===== src/rtl/cpu_pkg.sv =====
// cpu_pkg: shared types and defaults for the RAM arbiter between cpu, loader and ram
package cpu_pkg;
  typedef enum logic [1:0] {IDLE, OWN0, OWN1} arb_state_t;
  localparam int DEF_ADDR_W = 8;
  localparam int DEF_DATA_W = 32;
  localparam int PORT_CPU = 0;
  localparam int PORT_LDR = 1;
endpackage


===== src/rtl/ram_arbiter.sv =====
// ram_arbiter: round-robin sharing of the single-port RAM between CPU (port 0) and loader (port 1),
// with per-port lock for bursts bounded by a fairness hold limit.
module ram_arbiter
  import cpu_pkg::*;
#(
  parameter int ADDR_W   = DEF_ADDR_W,
  parameter int DATA_W   = DEF_DATA_W,
  parameter int MAX_HOLD = 4
) (
  input  logic              clk,
  input  logic              reset,
  input  logic [1:0]        req,
  input  logic [1:0]        lock,
  input  logic [1:0]        we,
  input  logic [ADDR_W-1:0] addr0,
  input  logic [ADDR_W-1:0] addr1,
  input  logic [DATA_W-1:0] wdata0,
  input  logic [DATA_W-1:0] wdata1,
  output logic [1:0]        gnt,
  output logic [1:0]        rvalid,
  output logic [DATA_W-1:0] rdata,
  output logic [ADDR_W-1:0] ram_addr,
  output logic [DATA_W-1:0] ram_data,
  output logic              ram_load,
  output logic              ram_save,
  input  logic [DATA_W-1:0] ram_value
);
  localparam int HW = $clog2(MAX_HOLD + 1);
  localparam logic [HW-1:0] HMAX = HW'(MAX_HOLD);
  arb_state_t state_q, state_d;
  logic [HW-1:0] hold_q, hold_d;
  logic last_q;
  logic [1:0] rvalid_q;
  logic [ADDR_W-1:0] addr_q;
  logic [DATA_W-1:0] data_q;
  logic own, g, any;
  always_comb begin
    state_d = state_q;
    hold_d = hold_q;
    own = state_q == OWN1;
    g = 1'b0;
    any = 1'b0;
    if (state_q == IDLE) begin
      any = |req;
      g = &req ? ~last_q : req[PORT_LDR];
      state_d = (any && lock[g]) ? (g ? OWN1 : OWN0) : IDLE;
      hold_d = (any && lock[g]) ? HW'(1) : '0;
    end else if ((req[~own] && hold_q == HMAX) || !req[own]) begin
      // owner gave up or exhausted its hold: the waiting port gets this very cycle
      any = req[~own];
      g = ~own;
      state_d = IDLE;
      hold_d = '0;
    end else begin
      any = 1'b1;
      g = own;
      state_d = lock[own] ? state_q : IDLE;
      hold_d = !lock[own] ? '0 : (req[~own] && hold_q != HMAX) ? hold_q + 1'b1 : hold_q;
    end
    any = any & ~reset;
  end
  assign gnt = {any & g, any & ~g};
  assign ram_load = any & ~we[g];
  assign ram_save = any & we[g];
  assign ram_addr = any ? (g ? addr1 : addr0) : addr_q;
  assign ram_data = any ? (g ? wdata1 : wdata0) : data_q;
  assign rvalid = reset ? 2'b00 : rvalid_q;
  assign rdata = ram_value;
  always_ff @(posedge clk) begin
    if (reset) begin
      state_q <= IDLE;
      hold_q <= '0;
      last_q <= 1'b1;
      rvalid_q <= '0;
      addr_q <= '0;
      data_q <= '0;
    end else begin
      state_q <= state_d;
      hold_q <= hold_d;
      last_q <= any ? g : last_q;
      rvalid_q <= gnt & ~we;
      addr_q <= ram_addr;
      data_q <= ram_data;
    end
  end
endmodule


===== config.mk =====
export PLATFORM = sky130hd
export DESIGN_NAME = ram_arbiter
export DESIGN_NICKNAME = d
export VERILOG_FILES = /design/src/rtl/cpu_pkg.sv /design/src/rtl/ram_arbiter.sv
export SDC_FILE = /design/constraint.sdc
export NUM_CORES = 1
export LEC_CHECK = 0
export CELL_PAD_IN_SITES_DETAIL_PLACEMENT = 0
export CELL_PAD_IN_SITES_GLOBAL_PLACEMENT = 1
export CORE_MARGIN = 1.5
export CORE_UTILIZATION = 23
export DETAILED_ROUTE_END_ITERATION = 8
export GPL_TIMING_DRIVEN = 0
export PLACE_DENSITY = 0.76
export SYNTH_ARGS = -nofsm -noshare
export SYNTH_HDL_FRONTEND = slang
export SYNTH_SLANG_ARGS = --single-unit

===== constraint.sdc =====
create_clock -name clk -period 2.6 [get_ports clk]
set_clock_uncertainty 0.05 [all_clocks]
set_input_delay 0.26 -clock clk [delete_from_list [all_inputs] [get_ports clk]]
set_output_delay 0.26 -clock clk [all_outputs]
set_load 0.01 [all_outputs]

## Word-level counts from Yosys, hierarchy flattened

Index checks and enable logic that the tools add are counted.

- Output and inout port bits: 78
- Bits in registers: 48

- Bitwise operators: 12
- Magnitude comparators: 4
- Equal/unequal tests: 5
- Multiplexer cells: 30
- Add/sub/neg operators: 1
- Reduce and logical (&&, ||, !) cells: 8

Operator list:

| cell | count |
|---|---|
| two-way mux 32 bit | 2 |
| two-way mux 1 bit | 16 |
| two-way mux 8 bit | 2 |
| two-way mux 2 bit | 6 |
| two-way mux 3 bit | 4 |
| < comparator 1 x 2 -> 1 bit, second input constant | 4 |
| inequality test 3 bit, second input constant | 2 |
| bitwise AND 1 bit | 5 |
| inverter 1 bit | 5 |
| inequality test 4 x 3 -> 1 bit, second input constant | 1 |
| adder 3 x 1 -> 3 bit, second input constant | 1 |
| == test 3 bit, second input constant | 1 |
| logical AND 1 bit | 3 |
| bitwise AND 2 bit | 1 |
| == test 2 bit, second input constant | 1 |
| zero test 2 bit | 1 |
| inverter 2 bit | 1 |
| AND reduction 2 bit | 1 |
| OR reduction 2 bit | 1 |
| zero test 1 bit | 1 |
| logical OR 1 bit | 1 |

## Longest topological paths before layout

Gate-level depths: netlist of the first run.

- Word-level depth: 12
- Gate-level depth with buffers: 9
- Gate-level depth less buffers: 7

## Least setup slack after synthesis of the first run

No wires, ideal clock.

- Path kind: register -> output
- Start: register hold_q[0]
- End: output port ram_data[10]
- Path buffers: 2
- Data required time: 2.290 ns
- Setup slack: 0.464 ns
- Stages on the path, launching flop included: 10
- Data arrival time: 1.826 ns
- Cell sequence: dfxtp_1 inv_1 ha_1 and3_4 o311ai_4 o21a_1 buf_6 buf_6 nand2_2 a31oi_1

- Word-level cells in the longest chain between the ends: 7
- Elaborated cells on any way between the ends: 10
- Those cells by class: 1 x eq/ne; 6 x mux; 1 x bitwise; 2 x reduce/logical

Ends and longest elaborated chain:

| what | line | text |
|---|---|---|
| from (decl) | ram_arbiter.sv:31 | `logic [HW-1:0] hold_q, hold_d;` |
| from (signal assigned) | ram_arbiter.sv:79 | `hold_q <= hold_d;` |
| == test 3 bit * | ram_arbiter.sv:48 | `end else if ((req[~own] && hold_q == HMAX) \|\| !req[own]) begin` |
| logical AND 1 bit * | ram_arbiter.sv:48 |  |
| logical OR 1 bit * | ram_arbiter.sv:48 |  |
| two-way mux 1 bit | ram_arbiter.sv:48 |  |
| two-way mux 1 bit | ram_arbiter.sv:43 | `if (state_q == IDLE) begin` |
| two-way mux 32 bit or bitwise AND 1 bit (tied branches) | ram_arbiter.sv:66, ram_arbiter.sv:60 |  |
| two-way mux 32 bit * | ram_arbiter.sv:66 | `assign ram_data = any ? (g ? wdata1 : wdata0) : data_q;` |
| to (decl) | ram_arbiter.sv:23 | `output logic [DATA_W-1:0] ram_data,` |

Mark *: on every way between the ends. The rest lies on a longest branch, timed or not.

## Final worst setup path of the first run

- Start: register hold_q[1]
- End: output port ram_data[7]

The elaborated chain is that of the path after synthesis.

==> results of run 1 <==
## path summary, 6_finish.rpt
kind / from / to / slack [ns] / depth (start not counted)
setup / recovery: hold_q[1] / ram_data[7] / 0.04 / 11
hold / removal: req[1] / state_q[1] / 0.46 / 5
setup reg to reg: hold_q[1] / data_q[7] / 0.55 / 10
hold reg to reg: data_q[10] / data_q[10] / 0.48 / 2
## kinds of logic (layout without fill, tap and decap cells)
family	after synthesis	after routing	share of synthesized area (%)
and+or+nand+nor	151	151	22.7
AOI/OAI and AO/OA	95	95	25.8
buffers and inverters	65	243	14.6
DFF	48	48	34.6
muxes	3	3	1.08
adders and majority gates	2	2	0.902
xor gates and xnor gates	1	1	0.316
## critical path: stages, from the launching register on
cell,delay (ns)
dfxtp_2,0.35
inv_2,0.05
ha_4,0.16
and3_4,0.18
o311ai_4,0.26
o21a_1,0.17
buf_6,0.16
buf_8,0.15
buf_12,0.11
nand2_2,0.05
a31oi_1,0.16
buf_2,0.16
## registers in the layout (all words and copies together) (netlist names)
name      cells
data_q       32
hold_q        3
last_q        1
rvalid_q      2
state_q       2
addr_q        8
## final cells by class
cell class              instances  share of cell area, %
clock buffers                   8                   3.09
well taps                     143                   3.78
flip-flops and latches         48                   20.3
repair buffers                172                   32.2
plain buffers                  59                   9.01
multi-input cells             252                   31.3
inverters                       4                  0.317
## synthesized netlist by cell type, types with 6 or more instances
master and count:
a31oi_1 40, clkbuf_1 17, nor2_1 50, buf_4 32, nor3_1 6, nand2_2 8
a311oi_1 40, nand2_1 75, dfxtp_1 48
## routing by layer
layer	vias to the layer above	track usage, %
met3	6	2.09
met2	170	27.8
met4	0	3.12
li1	1641	-
met1	1529	19.1
met5	-	0
## stage by stage
stage	hold slack, ns	setup TNS, ns
finish	0.464	0
detailed placement	0.479	-23.69
global placement	0.468	-23.60
global route	0.500	-0.157
floorplan	0.289	0
CTS	0.455	-0.0429
## power by group through the flow
stage	logic, mW	registers, mW	clock network [mW]
floorplan	0.379	0.821	0
global placement	0.795	0.824	0
detailed placement	0.802	0.825	0
CTS	0.781	0.809	0.669
global route	0.846	0.814	0.705
finish	0.777	0.809	0.645
## timing repair
action | in CTS | in global routing
gates resized for setup | 186 | 25
setup buffers | 6 | 2
cloned | 0 | 0
pin swaps | 4 | 11
setup endpoints to repair | 44 | 42
==> reports/qor.txt, run 1 <==
Slew @ Worst Pin: 0.679 ns
met2 WL: 4920 um
Initial Utilization: 23.9%
WL met3: 638 um
max-cap check violation count: 0
Placer Congestion: 0.747
Crit Path Class: reg -> out
status: complete, no violations
drt first pass iters: 4
Max clock buf depth: 2
Non-Filler Instances: 686
Synth area leader: dfxtp_1
yosys warns: 0
area grow syn2layout: 70.7%
FF+latch count, synth: 48
switching pwr: 657 uW
Worst setup SP type: flop
largest net degree at the start of global routing: 14
Yosys cell types: 33
fraction of registers with async set/reset: 0%
Layout Nets: 664
final hold violation count: 0
vias per cell: 4.88
synthesized net count: 487
Worst-Skew Late Latency: 0.28 ns
Synth Area per Inst: 7.60 um2
sw frac: 29.4%
WP data required: 2.29 ns
H-tree levels: 2
CTS Sinks: 48
Setup WS pre-CTS: -0.659 ns
min-delay worst type: in -> reg
FF+latch area: 963 um2
Netlist Area Pre-Place: 0.00277 mm2
Vias: 3,346
Main synth FF type: dfxtp_1
peak supply drop: 0.297 mV
leak pwr: 1.93 nW
crit path time final: 2.56 ns
antenna-violating nets left: 0
first-pass GRT wire length: 15,800 um
initial antenna violation count: 0
Placeable Area: 0.0116 mm2
Post-Syn Instances: 365
Pint: 1.57 mW
top sig layer: met4
Clk pin slew, worst setup/hold paths: 0.06 ns
CP endpoint kind: primary output
most frequent cells in the layout: clkdlybuf4s50_1 (120), nand2_1 (69), nor2_1 (49)
final design utilization: 40.8%
top-area cell type share of the netlist area: 34.6%
Die ar.: 0.0127 mm2
layout cells sized above 1: 23.6%
vias in the first global route: 3,341
IO buf count: 164
gr ovfl total: 0
CTS tree: built
logic gate share of total power: 34.8%
Post-synth EDFFs: 0
dpl cells: 672
sequential group share of total power: 36.3%
FMAX: 391 MHz
Hold Buf Count CTS: 0
Final setup violation count: 0
filler instances: 1,234
most common cell after layout, fill and taps aside: clkdlybuf4s50_1
Vert. Die Dim: 113 um
Cell Rows: 39
final instance area: 0.00474 mm2
final WL: 10,000 um
# IOs: 198
top cells by area, synth: dfxtp_1 (35%), a311oi_1 (13%), nand2_1 (10%)
Arr. time, crit path: 2.25 ns
overall power: 2.23 mW
DRT met1 WL: 4410 um
part of the cycle the worst path needs: 98.3%
Max FO, Critical Path: 8
clock share of power: 28.9%
multi-input logic area: 0.00148 mm2
Root Buffer: clkbuf_16
final worst slack: 0.0432 ns
cts bufs inserted: 5
Detailed Place HPWL: 7480 um
wire per inst: 14.6 um
RSZ-0062 raised after global routing: yes
max-slew headroom at the worst pin: 54.7%
Final Max Tran Viols: 0
Die Span X: 113 um
Seq/Total Area, Yosys: 34.6%
GRT Total Usage: 15.2%
number of remaining DRC errors: 0
initial drt markers: 232
Power Density: 471 mW/mm2
Inserted Diodes: 0
Post-DP Area: 0.00459 mm2
(Power assumes the default switching activity.)
==> run 2: changes to the inputs <==
--- a/config.mk
+++ b/config.mk
@@ -5,13 +5,16 @@
 export SDC_FILE = /design/constraint.sdc
 export NUM_CORES = 1
 export LEC_CHECK = 0
+export ABC_AREA = 1
 export CELL_PAD_IN_SITES_DETAIL_PLACEMENT = 0
 export CELL_PAD_IN_SITES_GLOBAL_PLACEMENT = 1
 export CORE_MARGIN = 1.5
-export CORE_UTILIZATION = 23
+export CORE_UTILIZATION = 26
+export CTS_CLUSTER_SIZE = 10
 export DETAILED_ROUTE_END_ITERATION = 8
 export GPL_TIMING_DRIVEN = 0
-export PLACE_DENSITY = 0.76
+export PLACE_DENSITY = 0.78
 export SYNTH_ARGS = -nofsm -noshare
 export SYNTH_HDL_FRONTEND = slang
 export SYNTH_SLANG_ARGS = --single-unit
+export TNS_END_PERCENT = 50
==> run 2 against run 1 <==
Sequential share of layout area decreased by 2.8 points. Worst hold slack worse by 0.028 ns. Synthesized area is 19% higher. Non-clock buffer count is 5 lower. Total power rose by 13%. Setup slack improved by 0.18 ns. Combinational power up 20%. First-iteration DRC count fell by 48%. Via count grew 0.36%. Cell count increased by 11%. Utilization is 4.1 points higher. Critical endpoint is now ram_data[20]. Largest cell class unchanged. Highest routed layer unchanged.
==> reports/qor.txt, run 2 <==
status: complete, no violations
min-delay worst type: reg -> reg
Crit Path Class: reg -> out
IO buf count: 165 (+0.61%)
Seq/Total Area, Yosys: 29.1% (-5.5 points)
area grow syn2layout: 66.0%
leak pwr: 3.09 nW (+60%)
Biggest register: data_q
Die ar.: 0.0134 mm2 (+5.1%)
first-pass GRT wire length: 16,100 um (+2.1%)
Layout Nets: 716 (+7.8%)
Max clock buf depth: 2 (unchanged)
r2r startpoint: hold_q[0]
Final setup violation count: 0 (unchanged)
top-area cell type share of the netlist area: 29.1% (-5.5 points)
Post-Syn Instances: 422 (+16%)
Hold Buf Count CTS: 0 (unchanged)
drt first pass iters: 4 (unchanged)
Slew @ Worst Pin: 0.266 ns (-0.413 ns)
yosys warns: 0 (unchanged)
Largest register FFs: 32 (unchanged)
cts bufs inserted: 5 (unchanged)
Adder-Cell Fraction of Synth Area: 0.758% (-0.14 points)
Detailed Place HPWL: 8030 um (+7.3%)
FF+latch count, synth: 48 (unchanged)
Post-synth EDFFs: 0 (unchanged)
Inserted Diodes: 0 (unchanged)
initial antenna violation count: 0 (unchanged)
# IOs: 198 (unchanged)
Clk pin slew, worst setup/hold paths: 0.06 ns (about the same)
dpl cells: 755 (+12%)
largest family of logic cells by synthesized area: simple AND/OR/NAND/NOR gates
initial drt markers: 121 (-48%)
CP endpoint kind: primary output
FMAX: 420 MHz (+7.5%)
Compound-Gate Fraction of Synth Area: 2.88% (-23 points)
Post-DP Area: 0.00516 mm2 (+12%)
top post-synthesis cells by count: nand2_1 (96), nand3_2 (81), inv_1 (55), dfxtp_1 (48), nand4_1 (41)
most frequent cells in the layout: clkdlybuf4s50_1 (120), nand2_1 (96), nand3_2 (81)
Placeable Area: 0.0122 mm2 (+5.1%)
fraction of registers with async set/reset: 0% (unchanged)
Non-Filler Instances: 763 (+11%)
final worst slack: 0.221 ns (+0.178 ns)
part of the cycle the worst path needs: 91.5% (-6.8 points)
top flop regs: data_q x32, addr_q x8, hold_q x3
most common cell after layout, fill and taps aside: clkdlybuf4s50_1
Worst setup SP type: flop
final hold violation count: 0 (unchanged)
Cell Rows: 40 (+2.6%)
vias per cell: 4.40 (-9.8%)
final WL: 10,300 um (+2.1%)
synthesized net count: 544 (+12%)
count leader, synth: nand2_1
final instance area: 0.00548 mm2 (+16%)
RSZ-0062 raised after global routing: no
Netlist Area Pre-Place: 0.00330 mm2 (+19%)
CTS tree: built
Worst-Skew Late Latency: 0.28 ns (about the same)
Placer Congestion: 0.778 (+4.2%)
Power Density: 459 mW/mm2 (-2.5%)
Synth Area per Inst: 7.82 um2 (+2.9%)
layout cells sized above 1: 27.2% (+3.7 points)
max-cap check violation count: 0 (unchanged)
max-slew headroom at the worst pin: 82.2% (+28 points)
crit path from: hold_q[0]
Yosys cell types: 26 (-21%)
wire per inst: 13.4 um (-8.2%)
Die Span X: 116 um (+2.5%)
peak supply drop: 0.238 mV (-20%)
Main synth FF type: dfxtp_1
post-synthesis mux area share: 0% (-1.1 points)
Final Max Tran Viols: 0 (unchanged)
H-tree levels: 2 (unchanged)
number of remaining DRC errors: 0 (unchanged)
vias in the first global route: 3,436 (+2.8%)
Max FO, Critical Path: 10 (+2)
Vias: 3,358 (+0.36%)
gr ovfl total: 0 (unchanged)
Setup WS pre-CTS: -0.241 ns (+0.418 ns)
Root Buffer: clkbuf_16
crit path time final: 2.38 ns (-0.178 ns)
top cells by area, synth: dfxtp_1 (29%), nand3_2 (25%), nand2_1 (11%)
final design utilization: 44.9% (+4.1 points)
filler instances: 1,230 (-0.32%)
Initial Utilization: 27.0% (+3.1 points)
Synth area leader: dfxtp_1
GRT Total Usage: 15.1% (-0.11 points)
Arr. time, crit path: 2.07 ns (-0.18 ns)
xor and xnor fraction of the mapped netlist area: 0% (-0.32 points)
Vert. Die Dim: 116 um (+2.5%)
antenna-violating nets left: 0 (unchanged)
CTS Sinks: 48 (unchanged)
largest net degree at the start of global routing: 15 (+1)
hold_sp: hold_q[2]
overall power: 2.52 mW (+13%)
WP data required: 2.29 ns (about the same)
simple-gate portion of the synthesized area: 46.8% (+24 points)
postcts setup bufs: 0 (-6)
run 2: cell type report:
class	instances	area (um2)	share of cell area, %
repair buffers	165	1710	31.2
multi-input cells	254	1680	30.6
flip-flops and latches	48	961	17.5
plain buffers	61	509	9.30
inverters	59	226	4.13
well taps	168	210	3.84
clock buffers	7	153	2.79
clock inverters	1	30.0	0.548
run 2: critical path, cell delays in order (launching register included):
cell           delay, ns
dfxtp_1             0.34
inv_1               0.07
ha_1                0.19
nand2_1             0.12
inv_1               0.06
nand3_2             0.08
nand2_2             0.09
nand2_8             0.12
nand2_8             0.09
buf_12              0.16
nand3_2             0.06
nand3_2             0.08
dlygate4sd2_1       0.30
run 2: power by group:
part	switching, mW	internal (mW)
combinational	0.445	0.484
clock	0.269	0.506
sequential	0.0189	0.794
run 2: path summary, 6_finish.rpt:
| check | slack (ns) | to | cells past startpoint |
|---|---|---|---|
| worst max-delay path | 0.22 | ram_data[20] | 12 |
| worst min-delay path | 0.44 | hold_q[2] | 2 |
| worst max register to register | 0.85 | data_q[22] | 13 |
| worst min register to register | 0.44 | hold_q[2] | 2 |
run 2: what timing repair did:
item | in CTS | in global routing
endpoints found under the setup margin | 43 | 31
pin swaps | 0 | 0
resized for setup | 32 | 38
run 2: through the flow:
step	hold WS [ns]	TNS [ns]
after global routing	0.446	0
final	0.435	0
after global placement	0.410	-7.64
after CTS	0.439	-1.14
after detailed placement	0.429	-7.78
after floorplan	0.282	0
run 2: cells by family after synthesis:
family / after synthesis
compound gates: 15
fa+ha+maj: 2
buf+inv: 120
flops: 48
simple gates: 237
run 2: layer usage:
layer / up-vias / GRT usage, % / part of all wire (%)
met4: 0 / 3.25 / 0.58
li1: 1689 / - / -
met1: 1527 / 18.4 / 43
met2: 135 / 27.6 / 50
met5: - / 0 / 0
met3: 7 / 2.93 / 6.8
